[src/rtl/leb128_decoder.sv]
// leb128_decoder: streaming uLEB/sLEB128 immediate decoder, one byte per cycle.
// Emits a 64-bit extended value, byte count and malformed-encoding flag per number.
`default_nettype none

module leb128_decoder #(
  parameter bit USE_64B = 1'b1
) (
  input  logic        clk,
  input  logic        reset,
  input  logic        in_valid,
  output logic        in_ready,
  input  logic [7:0]  in_byte,
  input  logic        in_signed,
  input  logic        in_is64,
  output logic        out_valid,
  input  logic        out_ready,
  output logic [63:0] out_value,
  output logic [3:0]  out_len,
  output logic        out_error
);

  typedef enum logic [1:0] {
    S_IDLE  = 2'd0,
    S_ACCUM = 2'd1,
    S_HOLD  = 2'd2
  } state_e;

  state_e      state_q, state_d;
  logic        signed_q, signed_d;
  logic        is64_q, is64_d;
  logic [63:0] acc_q, acc_d;
  logic [3:0]  cnt_q, cnt_d;
  logic [63:0] value_q, value_d;
  logic [3:0]  len_q, len_d;
  logic        error_q, error_d;

  logic        first;
  logic        cur_signed;
  logic        cur_is64;
  logic [3:0]  cur_cnt;
  logic [6:0]  shift;
  logic [6:0]  total;
  logic [63:0] acc_new;
  logic [63:0] fill_mask;
  logic [63:0] value_raw;
  logic [63:0] value_ext;
  logic        is_last;
  logic        final_bad;
  logic        fin_err;

  assign in_ready  = (state_q != S_HOLD);
  assign out_valid = (state_q == S_HOLD);
  assign out_value = value_q;
  assign out_len   = len_q;
  assign out_error = error_q;

  always_comb begin
    first      = (state_q == S_IDLE);
    cur_signed = first ? in_signed : signed_q;
    cur_is64   = USE_64B && (first ? in_is64 : is64_q);
    cur_cnt    = first ? 4'd1 : cnt_q + 4'd1;
    shift      = (7'(cur_cnt) - 7'd1) * 7'd7;
    total      = 7'(cur_cnt) * 7'd7;
    // The 10th group lands at shift 63, so only its bit 0 survives the truncation.
    acc_new    = (first ? 64'd0 : acc_q) | ({57'd0, in_byte[6:0]} << shift);
    is_last    = (cur_cnt == (cur_is64 ? 4'd10 : 4'd5));

    // Unused high bits of the final byte must agree with the value's range.
    case ({cur_is64, cur_signed})
      2'b00:   final_bad = (in_byte[6:4] != 3'b000);
      2'b01:   final_bad = !((in_byte[6:3] == 4'h0) || (in_byte[6:3] == 4'hF));
      2'b10:   final_bad = (in_byte[6:1] != 6'd0);
      default: final_bad = !((in_byte[6:0] == 7'h00) || (in_byte[6:0] == 7'h7F));
    endcase

    fill_mask = (total < 7'd64) ? ~((64'd1 << total) - 64'd1) : 64'd0;
    value_raw = (cur_signed && in_byte[6]) ? (acc_new | fill_mask) : acc_new;
    if (cur_is64)
      value_ext = value_raw;
    else if (cur_signed)
      value_ext = {{32{value_raw[31]}}, value_raw[31:0]};
    else
      value_ext = {32'd0, value_raw[31:0]};

    fin_err  = in_byte[7] || (is_last && final_bad);

    state_d  = state_q;
    signed_d = signed_q;
    is64_d   = is64_q;
    acc_d    = acc_q;
    cnt_d    = cnt_q;
    value_d  = value_q;
    len_d    = len_q;
    error_d  = error_q;

    case (state_q)
      S_IDLE, S_ACCUM: begin
        if (in_valid) begin
          signed_d = cur_signed;
          is64_d   = cur_is64;
          acc_d    = acc_new;
          cnt_d    = cur_cnt;
          if (in_byte[7] && !is_last) begin
            state_d = S_ACCUM;
          end else begin
            value_d = fin_err ? 64'd0 : value_ext;
            len_d   = cur_cnt;
            error_d = fin_err;
            state_d = S_HOLD;
          end
        end
      end
      S_HOLD: begin
        if (out_ready)
          state_d = S_IDLE;
      end
      default: state_d = S_IDLE;
    endcase
  end

  always_ff @(posedge clk or negedge reset) begin
    if (!reset) begin
      state_q  <= S_IDLE;
      signed_q <= 1'b0;
      is64_q   <= 1'b0;
      acc_q    <= 64'd0;
      cnt_q    <= 4'd0;
      value_q  <= 64'd0;
      len_q    <= 4'd0;
      error_q  <= 1'b0;
    end else begin
      state_q  <= state_d;
      signed_q <= signed_d;
      is64_q   <= is64_d;
      acc_q    <= acc_d;
      cnt_q    <= cnt_d;
      value_q  <= value_d;
      len_q    <= len_d;
      error_q  <= error_d;
    end
  end

endmodule

`default_nettype wire

[config.mk]
export PLATFORM = sky130hd
export DESIGN_NAME = leb128_decoder
export DESIGN_NICKNAME = d
export VERILOG_FILES = /design/src/rtl/leb128_decoder.sv
export SDC_FILE = /design/constraint.sdc
export NUM_CORES = 1
export LEC_CHECK = 0
export ABC_AREA = 0
export BUFFER_PORTS_ARGS = -buffer_cell sky130_fd_sc_hd__buf_4
export CAP_MARGIN = 20
export CORE_MARGIN = 5
export CORE_UTILIZATION = 60
export DETAILED_ROUTE_END_ITERATION = 7
export PLACE_DENSITY = 0.81
export SETUP_SLACK_MARGIN = 0.1
export SYNTH_ARGS = -nofsm -noshare
export SYNTH_HDL_FRONTEND = slang
export SYNTH_SLANG_ARGS = --single-unit
[constraint.sdc]
create_clock -name clk -period 6.9 [get_ports clk]
set_input_delay 0.345 -clock clk [delete_from_list [all_inputs] [get_ports clk]]
set_output_delay 0.345 -clock clk [all_outputs]
set_load 0.05 [all_outputs]
==> out/metrics.yaml <==
synthCells: 872
path_clk_slew_ns: 0.07
yosysSeqAreaShare_pct: 44.0
io_pins: 85
fp.dieW_um: 126
cts_max_level: 4
tightestPinTransition_ns: 1.08
fmax_ghz: 0.161
post-cts-setup-buffer-count: 0
vias: 7603
fin_crit_ns: 6.22
tns_ns: 0
min_path_type: "primary input to async pin"
reg2reg_from: "cnt_q[0]"
gp_congestion: 0.980
track_usage_pct: 34.3
wl_per_cell_um: 24.0
dp_hpwl_um: 18600
fin_cells: 1115
dr.first_iter.drc_count: 1143
cp.arrival_ns: 6.59
final_max_slew_viol_count: 0
drive_above_1_share_pct: 16.7
status: "finished with violations"
first_pass_iters: 5
grt_overflow: 0
path_class: "register to register"
numCtsBuffers: 17
ant_nets: 0
synth_top_area_share_pct: 44.0
cts_hold_buf: 0
setup_viol: 0
fp-row-count: 42
cts_root_buf: "clkbuf_16"
yosysMostFrequentCell: "dfrtp_1"
syn_nets: 915
clk_latency_ns: 0.44
syn_avg_cell_area_sq_um: 9.19
critical_path_required_ns: 7.27
avgViaCountPerCell: 6.82
cts_sinks: 141
cts_tree: "yes"
ys.flop_type: "dfrtp_1"
async_flop_share_pct: 100
grt_pass1_wl_um: 42200
synth.distinct_cells: 77
synth_common_cells: "dfrtp_1, nand2_1, o21ai_0"
grt_start_max_net_pins: 94
diodes: 0
finClkSkew_ns: 0.0103
dp_cells: 1083
holdWs_ns: -0.0314
first_global_vias: 7263
die_area_sq_um: 15800
clock_path_buffers: 2
synth.ff_latch_count: 141
cts_repair_resize_count: 0
core-area_sq_um: 13200
antenna_found_initial: 0
nets: 969
synth_area_leader_cell: "dfrtp_1"
start_util_pct: 60.8
period_share_pct: 90.2
critPathLaunchType: "register"
io_buffers: 84
synth_area_leaders: "dfrtp_1, nand2_1, o21ai_0"
die_h_um: 126
cp_max_fo: 19
critPathLaunch: "cnt_q[0]"
yosys_warnings: 0
netlist_area_sq_um: 8020
synth-edff-count: 0
violations: "hold timing"
routed_wirelength_um: 26800
rsz0062_at_grt: "no"
area_growth_pct: 16.0
relSlewSlack_pct: 27.4
final_hold_viol_count: 16
end_kind: "register"
maxCapViolations: 0
drc_errors: 0
## stage by stage
step	util, %	hold slack [ns]	instance area [sq um]	worst slack, ns
floorplan	-	0.0494	8020	1.99
global placement	66.0	0.463	8710	1.13
detailed placement	66.0	0.469	8710	0.794
CTS	70.5	0.0396	9300	0.763
global route	70.5	0.0565	9300	0.355
finish	70.5	-0.0314	9300	0.675
## layout make-up
type,count,area (sq um)
Multi-Input combinational cell,641,4120
Fill cell,1033,3890
Timing Repair Buffer,97,732
Tap cell,176,220
Sequential cell,141,3530
Inverter,28,105
Clock inverter,14,154
Clock buffer,18,439
## flip-flops by register name, summed over array words and instances, names as in the netlist
name       cells
cnt_q          4
out_len        4
is64_q         1
acc_q         64
state_q        2
signed_q       1
out_value     64
out_error      1
## cells in the final DEF (no fill, tap or decap), types with 6 or more instances in the layout
| cell | n |
|---|---|
| a221oi_1 | 47 |
| nor3_1 | 19 |
| nor2b_1 | 7 |
| nand2b_1 | 8 |
| o21ai_0 | 89 |
| a22oi_1 | 9 |
| inv_1 | 26 |
| or3_1 | 6 |
| ha_1 | 23 |
| a22o_1 | 39 |
| a21oi_1 | 38 |
| buf_4 | 96 |
| fa_1 | 6 |
| nand3_1 | 13 |
| o22ai_1 | 11 |
| mux2_2 | 7 |
| nand2_1 | 130 |
| nor2_1 | 59 |
| and3_1 | 6 |
| o21ai_1 | 13 |
| xnor2_1 | 8 |
| dfrtp_1 | 141 |
| a32o_1 | 13 |
| clkbuf_16 | 17 |
## final timing paths
check / end / slack [ns] / cells past startpoint
setup reg to reg: acc_q[0] / 0.68 / 15
hold reg to reg: out_value[41] / 0.48 / 2
min in group clk: state_q[1] / 0.10 / 2
max in group asynchronous: acc_q[57] / 5.78 / 2
setup / recovery: acc_q[0] / 0.68 / 15
hold / removal: state_q[1] / -0.03 / 1
## layer usage
layer	part of all wire [%]	GRT usage [%]
met5	0	0
met4	4.9	17.1
met1	39	46.3
met3	11	8.49
met2	45	51.7
## critical path, cell delays in order, from the launching register on
cell,delay (ns)
dfrtp_1,0.72
ha_1,0.49
o21ai_1,0.59
ha_1,0.27
a21boi_0,0.23
xnor2_1,0.24
ha_1,0.33
fa_1,0.49
ha_1,0.40
nor2b_1,0.18
a221oi_1,0.54
and3_1,0.70
buf_4,0.30
nand2_1,0.11
nor3_1,0.33
a32o_1,0.23
## cell families (layout without fill, tap and decap cells)
family	Yosys count	in the layout	synth area share (%)
buf+inv	90	157	4.59
mux	12	12	1.67
simple gates	279	279	16.2
flops	141	141	44.0
fa+ha+maj	29	29	5.09
xor+xnor	13	13	1.59
compound gates	308	308	26.8
Power is not shown: default switching activity piles up to over one toggle a cycle in this logic, so the estimate is an artifact.
